===== config.mk =====
export PLATFORM = sky130hd
export DESIGN_NAME = pb_event_decoder
export DESIGN_NICKNAME = d
export VERILOG_FILES = /design/src/rtl/pb_pkg.sv /design/src/rtl/pb_evt_slot.sv /design/src/rtl/pb_event_decoder.sv
export SDC_FILE = /design/constraint.sdc
export NUM_CORES = 1
export LEC_CHECK = 0
export CAP_MARGIN = 25
export CORE_ASPECT_RATIO = 0.7
export CORE_MARGIN = 10
export CORE_UTILIZATION = 40
export CTS_CLUSTER_DIAMETER = 50
export DETAILED_ROUTE_END_ITERATION = 10
export GPL_TIMING_DRIVEN = 0
export PLACE_DENSITY_LB_ADDON = 0.3
export SETUP_SLACK_MARGIN = 0.02
export SLEW_MARGIN = 20
export SYNTH_ARGS = -nofsm -noshare
export SYNTH_HDL_FRONTEND = slang
export SYNTH_SLANG_ARGS = --single-unit

===== constraint.sdc =====
create_clock -name clk -period 4 [get_ports clk]
set_input_delay 1 -clock clk [delete_from_list [all_inputs] [get_ports clk]]
set_output_delay 1 -clock clk [all_outputs]
set_load 0.02 [all_outputs]

===== src/rtl/pb_pkg.sv =====
// Shared types for the push-button event decoder: event codes, FSM states and
// the sizing helper for the gesture counter.
package pb_pkg;

    typedef enum logic [1:0] {
        PB_EVT_SHORT  = 2'd0,
        PB_EVT_LONG   = 2'd1,
        PB_EVT_DOUBLE = 2'd2,
        PB_EVT_REPEAT = 2'd3
    } pb_evt_e;

    typedef enum logic [2:0] {
        PB_IDLE      = 3'd0,
        PB_PRESS     = 3'd1,
        PB_GAP       = 3'd2,
        PB_HOLD_LONG = 3'd3,
        PB_HOLD_WAIT = 3'd4
    } pb_state_e;

    // Largest of three cycle counts; the gesture counter must reach (max - 1).
    function automatic int pb_max3(input int a, input int b, input int c);
        int m;
        m = a;
        if (b > m) begin
            m = b;
        end else begin
            m = m;
        end
        if (c > m) begin
            m = c;
        end else begin
            m = m;
        end
        return m;
    endfunction

endpackage


===== src/rtl/pb_evt_slot.sv =====
// Single-entry valid/ready event register. A new event loads only when the slot
// is empty or being drained this cycle; otherwise it is discarded and flagged.
module pb_evt_slot
    import pb_pkg::*;
(
    input  logic    clk,
    input  logic    arst_n,
    input  logic    load,
    input  pb_evt_e load_code,
    input  logic    evt_ready,
    output logic    evt_valid,
    output pb_evt_e evt_code,
    output logic    evt_drop
);

    logic    valid_r;
    pb_evt_e code_r;
    logic    drop_r;
    logic    accept_s;

    // Slot can take a new event when empty or when the pending one leaves now.
    always_comb begin
        accept_s = 1'b0;
        if (!valid_r || evt_ready) begin
            accept_s = 1'b1;
        end else begin
            accept_s = 1'b0;
        end
    end

    // Pending event, its code and the one-cycle drop flag.
    always_ff @(posedge clk or negedge arst_n) begin
        if (!arst_n) begin
            valid_r <= 1'b0;
            code_r  <= PB_EVT_SHORT;
            drop_r  <= 1'b0;
        end else begin
            if (load && accept_s) begin
                valid_r <= 1'b1;
                code_r  <= load_code;
            end else if (evt_ready) begin
                valid_r <= 1'b0;
                code_r  <= code_r;
            end else begin
                valid_r <= valid_r;
                code_r  <= code_r;
            end
            drop_r <= load && !accept_s;
        end
    end

    assign evt_valid = valid_r;
    assign evt_code  = code_r;
    assign evt_drop  = drop_r;

endmodule


===== src/rtl/pb_event_decoder.sv =====
// Classifies debounced button gestures into SHORT / LONG / DOUBLE events.
// Define PB_AUTO_REPEAT_EN to emit REPEAT periodically while a long press is held.
module pb_event_decoder
    import pb_pkg::*;
#(
    parameter int LONG_CNT   = 50_000_000,
    parameter int DCLICK_CNT = 15_000_000,
    parameter int REPEAT_CNT = 10_000_000
) (
    input  logic       clk,
    input  logic       arst_n,
    input  logic       pb_stbl,
    output logic       evt_valid,
    output logic [1:0] evt_code,
    input  logic       evt_ready,
    output logic       evt_drop,
    output logic       pressed
);

`ifdef PB_AUTO_REPEAT_EN
    localparam int CNT_MAX = pb_max3(LONG_CNT, DCLICK_CNT, REPEAT_CNT);
`else
    localparam int CNT_MAX = pb_max3(LONG_CNT, DCLICK_CNT, DCLICK_CNT);
`endif
    localparam int CNT_W = $clog2(CNT_MAX);

    localparam logic [CNT_W-1:0] LONG_LAST   = CNT_W'(LONG_CNT - 1);
    localparam logic [CNT_W-1:0] DCLICK_LAST = CNT_W'(DCLICK_CNT - 1);
`ifdef PB_AUTO_REPEAT_EN
    localparam logic [CNT_W-1:0] REPEAT_LAST = CNT_W'(REPEAT_CNT - 1);
`endif

    if (LONG_CNT < 2 || DCLICK_CNT < 2 || REPEAT_CNT < 2) begin : g_bad_param
        $error("pb_event_decoder: LONG_CNT, DCLICK_CNT and REPEAT_CNT must be >= 2");
    end

    logic             pb_q_r;
    logic             rise_s;
    logic             fall_s;
    pb_state_e        state_r;
    pb_state_e        next_state_s;
    logic [CNT_W-1:0] cnt_r;
    logic             cnt_clr_s;
    logic             emit_s;
    pb_evt_e          emit_code_s;
    logic             rpt_s;
    pb_evt_e          slot_code_s;

    // Registered button level; also the externally visible 'pressed'.
    always_ff @(posedge clk or negedge arst_n) begin
        if (!arst_n) begin
            pb_q_r <= 1'b0;
        end else begin
            pb_q_r <= pb_stbl;
        end
    end

    // Edges are taken against the registered level, so a button held through
    // reset release shows up as a fresh rise.
    always_comb begin
        rise_s = pb_stbl & ~pb_q_r;
        fall_s = ~pb_stbl & pb_q_r;
    end

    // Gesture state register.
    always_ff @(posedge clk or negedge arst_n) begin
        if (!arst_n) begin
            state_r <= PB_IDLE;
        end else begin
            state_r <= next_state_s;
        end
    end

    // Next-state logic; a release always wins over a timer expiry.
    always_comb begin
        next_state_s = state_r;
        case (state_r)
            PB_IDLE: begin
                if (rise_s) begin
                    next_state_s = PB_PRESS;
                end else begin
                    next_state_s = PB_IDLE;
                end
            end
            PB_PRESS: begin
                if (fall_s) begin
                    next_state_s = PB_GAP;
                end else if (cnt_r == LONG_LAST) begin
                    next_state_s = PB_HOLD_LONG;
                end else begin
                    next_state_s = PB_PRESS;
                end
            end
            PB_GAP: begin
                if (rise_s) begin
                    next_state_s = PB_HOLD_WAIT;
                end else if (cnt_r == DCLICK_LAST) begin
                    next_state_s = PB_IDLE;
                end else begin
                    next_state_s = PB_GAP;
                end
            end
            PB_HOLD_LONG, PB_HOLD_WAIT: begin
                if (fall_s) begin
                    next_state_s = PB_IDLE;
                end else begin
                    next_state_s = state_r;
                end
            end
            default: begin
                next_state_s = PB_IDLE;
            end
        endcase
    end

    // Event emission decoded from the current state and the same conditions.
    always_comb begin
        emit_s      = 1'b0;
        emit_code_s = PB_EVT_SHORT;
        rpt_s       = 1'b0;
        case (state_r)
            PB_PRESS: begin
                if (!fall_s && cnt_r == LONG_LAST) begin
                    emit_s      = 1'b1;
                    emit_code_s = PB_EVT_LONG;
                end else begin
                    emit_s = 1'b0;
                end
            end
            PB_GAP: begin
                if (rise_s) begin
                    emit_s      = 1'b1;
                    emit_code_s = PB_EVT_DOUBLE;
                end else if (cnt_r == DCLICK_LAST) begin
                    emit_s      = 1'b1;
                    emit_code_s = PB_EVT_SHORT;
                end else begin
                    emit_s = 1'b0;
                end
            end
`ifdef PB_AUTO_REPEAT_EN
            PB_HOLD_LONG: begin
                if (!fall_s && cnt_r == REPEAT_LAST) begin
                    emit_s      = 1'b1;
                    emit_code_s = PB_EVT_REPEAT;
                    rpt_s       = 1'b1;
                end else begin
                    emit_s = 1'b0;
                end
            end
`endif
            default: begin
                emit_s = 1'b0;
            end
        endcase
    end

    // One counter serves every timed state: it restarts on each state change
    // and on each REPEAT so the period is measured from the previous event.
    always_comb begin
        cnt_clr_s = 1'b0;
        if ((next_state_s != state_r) || rpt_s) begin
            cnt_clr_s = 1'b1;
        end else begin
            cnt_clr_s = 1'b0;
        end
    end

    // Gesture timer.
    always_ff @(posedge clk or negedge arst_n) begin
        if (!arst_n) begin
            cnt_r <= '0;
        end else if (cnt_clr_s) begin
            cnt_r <= '0;
        end else begin
            cnt_r <= cnt_r + CNT_W'(1);
        end
    end

    pb_evt_slot u_slot (
        .clk       (clk),
        .arst_n    (arst_n),
        .load      (emit_s),
        .load_code (emit_code_s),
        .evt_ready (evt_ready),
        .evt_valid (evt_valid),
        .evt_code  (slot_code_s),
        .evt_drop  (evt_drop)
    );

    assign evt_code = slot_code_s;
    assign pressed  = pb_q_r;

endmodule


# After elaboration in Yosys (flattened, before gate mapping)
# Index checks and enable logic that the tools add are counted.
# op_classes
n_div	0
n_reduce_logical	10
shift	0
n_mul	0
magnitude_cmp	0
n_eq_ne	7
n_bitwise	4
muxes	19
add_sub_neg	1
# ops
operator	count
26-bit by 1-bit adder with 26-bit output (second input constant)	1
26-bit by 24-bit equality test with 1-bit output (second input constant)	1
26-bit equality test (second input constant)	1
26-bit two-way mux	1
3-bit case mux with 4 select lines	1
1-bit two-way mux	9
2-bit two-way mux	4
3-bit by 2-bit equality test with 1-bit output (second input constant)	2
3-bit two-way mux	2
2-bit case mux with 2 select lines	1
3-bit by 1-bit equality test with 1-bit output (second input constant)	1
3-bit equality test (second input constant)	1
1-bit logical AND	3
1-bit logical NOT	3
3-bit logical NOT	1
3-bit != test	1
1-bit AND	2
1-bit NOT	2
1-bit case mux with 2 select lines	1
2-bit nonzero test	1
2-bit OR reduction	1
1-bit logical OR	1
# totals
rom_bits	0
out_inout_bits	5
mem_bits_rw	0
memories	0
wordCells	47
ff_bits	34
inputBits	4
latchBits	0

# Longest topological paths before layout
# Gate-level depths: netlist of run 1.
# depth
depth_word	8
depth_mapped	7
depth_no_buf	6

# Hierarchy
# Synthesis of run 1 repeated with hierarchy kept, for this count alone.
# unflattened
hier_cells	187
area_unflattened_um2	1800.5
# by_module_without_submodules
mod	seq_area_each_um2	n_inst	area_each_um2	cells_each
pb_event_decoder	750.7	1	1639.1	176
pb_evt_slot	100.1	1	161.4	11

# Worst setup path before layout of run 1
# OpenSTA, ideal clock, no wires.
# synth_timing
kind	input to register
start	input pb_stbl
end	register cnt_r[12]
t_arrival_ns	2.024
setup_ns	0.119
slack_ns	1.858
required_time_ns	3.881
stages	6
path_cell_list	or2b_2 nor3_1 a221oi_1 a21oi_2 buf_4 nor2_1
# synth_between
elab_chain_len	7
# synth_rtl
item	line	text
start: declaration	pb_event_decoder.sv:12	input logic pb_stbl,
1-bit NOT	pb_event_decoder.sv:62	fall_s = ~pb_stbl & pb_q_r;
1-bit AND	pb_event_decoder.sv:62	
3-bit two-way mux or 2-bit two-way mux (tied branches)	pb_event_decoder.sv:104, pb_event_decoder.sv:86	
3-bit case mux with 4 select lines (*)	pb_event_decoder.sv:77	case (state_r)
3-bit != test (*)	pb_event_decoder.sv:162	if ((next_state_s != state_r) || rpt_s) begin
1-bit two-way mux (*)	pb_event_decoder.sv:162	
26-bit two-way mux (*)	pb_event_decoder.sv:173	end else if (cnt_clr_s) begin
end signal: assignment	pb_event_decoder.sv:176	cnt_r <= cnt_r + CNT_W'(1);
end: declaration	pb_event_decoder.sv:42	logic [CNT_W-1:0] cnt_r;
# Mark *: on every way between the ends. The rest lies on a longest branch, timed or not.
# A chain may end at the register's enable or synchronous reset.

# Worst setup path after layout of run 1
# layout_timing
start	input pb_stbl
end	register cnt_r[4]
# Same word-level chain as after synthesis.

==> metrics.csv, run 1 <==
metric;value;unit
area grow syn2layout;14.35;%
Min-Delay Endpoint;u_slot.evt_code[0];
worst hold start;u_slot.evt_code[0];
Final min period;2.645;ns
Leak;0.0008929;uW
final hold violation count;0;
total gr overflow;0;
power density cells;467.2;nW/um2
diodes inserted;0;
CTS resizes;0;
IO Port Bufs;8;
Initial DRT Pass Iterations;5;
yosys warns;0;
Non-Filler Cell Area, Final;2093;um2
Synth async-reset ratio;100.0;%
Clk Latency, worst-skew pair;0.29;ns
Post-Syn Instances;176;
Final Max Tran Viols;0;
clock slew at reported path FFs;0.07;ns
die area;7725;um2
CP startpoint kind;input port;
leading area contributor after synthesis;dfrtp_1;
status;finished clean;
R2R depth;6;
H-tree levels;2;
sequential fraction of the synthesis area;46.48;%
f_max;378.1;MHz
CP endpoint kind;flip-flop;
EDFF count, synth;0;
CTS Buf Count;5;
worst slew pin tran;0.4573;ns
via count;1379;
worst r2r src;cnt_r[19];
post-synth net total;181;
DRT antenna net count;0;
CTS tree;done;
Total Wirelength;3893;um
vias in the first global route;1381;
worst vdd ir;255.8;uV
Longest Clk Path Bufs;2;
Hold Crit Depth;2;
Ports;9;
row count;20;
placed inst area;2002;um2
Synth Cell Area;1831;um2
crit share post-route;66.12;%
Starting Density;41.80;%
synth top area cells;dfrtp_1, xor2_1, nor3_1;
Fillers;404;
postcts setup bufs;0;
core box area;4379;um2
Max Cap Violations;0;
CP Max Fanout;10;
first-pass GRT wire length;6727;um
WP data arrival;2.82;ns
worst min path class;reg2reg;
post-synth cell types;48;
Final HPWL DP;2854;um
FF-to-FF End;cnt_r[7];
pin count of the biggest net entering global routing;22;
endpoints failing setup;0;
drt initial violations;97;
ys flop type;dfrtp_1;
routed vias/inst;5.560;
slew margin rel.;69.51;%
syn avg cell area;10.40;um2
Die X;100.9;um
top cell type's share of synthesized area;46.48;%
layout cells sized above 1;15.54;%
synthesized flop and latch total;34;
routability cong.;0.7745;
Post-CTS Hold Buffers;0;
clk_skew;0.007775;ns
WP data required;4.18;ns
Die H;76.60;um
WS Path Type;in2reg;
R2R Setup Slk;1.93;ns
initial antenna violation count;0;
clock sinks;34;
Nets;197;
setup TNS;0;ns
CTS root buf;clkbuf_8;
Routed WL per cell;15.70;um
total global-route track usage;10.66;%
RSZ-0062 raised after global routing;no;
Post-route DRC;0;
[critical path: stages]
cell and delay [ns]:
clkdlybuf4s50_1 0.52, or2b_2 0.35, nor3_1 0.15, a221oi_1 0.08, a21oi_2 0.37, buf_4 0.27
nor2_1 0.07
[layer usage]
layer | up-vias | GRT usage [%] | share of wire (%)
met4 | 0 | 3.803 | 1.4
met2 | 25 | 15.16 | 44
met1 | 680 | 14.65 | 50
met3 | 8 | 3.261 | 4.8
li1 | 666 | - | -
met5 | - | 0 | 0
[state kept, by name, summed over array words and instances (netlist names)]
signal            count
u_slot.evt_valid      1
u_slot.evt_code       2
cnt_r                26
u_slot.evt_drop       1
pressed               1
state_r               3
[Yosys cell counts (all sizes together), types with 3 or more instances]
cell	n
and2	6
buf	6
a21oi	6
nand2b	5
o21ai	4
nand3	10
nor2	15
xor2	16
xnor2	6
and3	3
and4	8
nand2	10
nor3	16
dfrtp	34
nand4	6
[worst max path at each step]
stage	slack [ns]	start	endpoint	depth (start not counted)
finish	1.36	pb_stbl	cnt_r[4]	7
global route	1.24	pb_stbl	cnt_r[20]	7
CTS	1.34	pb_stbl	cnt_r[4]	7
detailed placement	1.03	pb_stbl	cnt_r[4]	7
global placement	1.08	pb_stbl	cnt_r[4]	7
floorplan	1.86	pb_stbl	cnt_r[12]	6
[layout by cell type, fill, tap and decap left out, types with 3 or more instances in the layout]
master and count:
dfrtp_1 34, xnor2_1 6, and2_1 4, nand2b_1 5, clkdlybuf4s50_1 7, nand3_1 10
buf_6 3, a21oi_1 5, o21ai_0 4, nand4_1 5, nor2_1 15, xor2_1 16
nand2_1 10, and4_1 6, clkbuf_8 7, nor3_1 15
[where the power goes]
part / internal, uW / total, uW / switching (uW)
registers: 378 / 411 / 33.4
clock network: 139 / 266 / 127
logic: 118 / 301 / 183
total: 634 / 978 / 344
[cell type report]
| cell class | count | area (um2) | share of cell area [%] |
|---|---|---|---|
| Tap cell | 55 | 68.82 | 3.288 |
| Sequential cell | 34 | 850.8 | 40.65 |
| Buffer | 7 | 67.56 | 3.228 |
| Clock buffer | 7 | 86.33 | 4.124 |
| Inverter | 1 | 3.754 | 0.1793 |
| Timing Repair Buffer | 9 | 102.6 | 4.901 |
| Clock inverter | 1 | 5.005 | 0.2391 |
| Multi-Input combinational cell | 134 | 908.4 | 43.40 |
[cell families after synthesis]
kind of cell	Yosys count	synth area share, %
and+or+nand+nor	92	30.42
DFF	34	46.48
xor gates and xnor gates	22	10.53
AOI/OAI and AO/OA	19	7.998
buffers and inverters	8	3.895
adders and majority gates	1	0.6834
[per-stage QoR]
stage,total power [uW],utilization [%],setup WS (ns),cells,hold WS (ns)
after floorplan,627.2,-,1.858,176,0.4744
after global placement,704.5,45.20,1.081,239,0.4835
after detailed placement,719.7,45.71,1.031,240,0.5149
after CTS,985.9,47.80,1.338,248,0.5249
final,978.0,47.80,1.355,248,0.5321
after global routing,1040,47.80,1.239,248,0.5550
No activity file was read; power rests on OpenSTA's default activity.
==> run 2, diff against run 1 <==
Clock period 4 ns to 2.7 ns, I/O delays scaled along.
==> results of run 2 <==
The final DEF is identical to that of run 1. Status: finished clean.
Main changes from that run: setup slack after placement 1.031 ns -> 0.05567 ns; setup slack after layout 1.355 ns -> 0.3804 ns; hold slack 0.5321 ns -> 0.2917 ns; register-to-register setup slack 1.93 ns -> 0.63 ns; total power 978.0 uW -> 1449 uW; worst IR drop on VDD 255.8 uV -> 379.0 uV
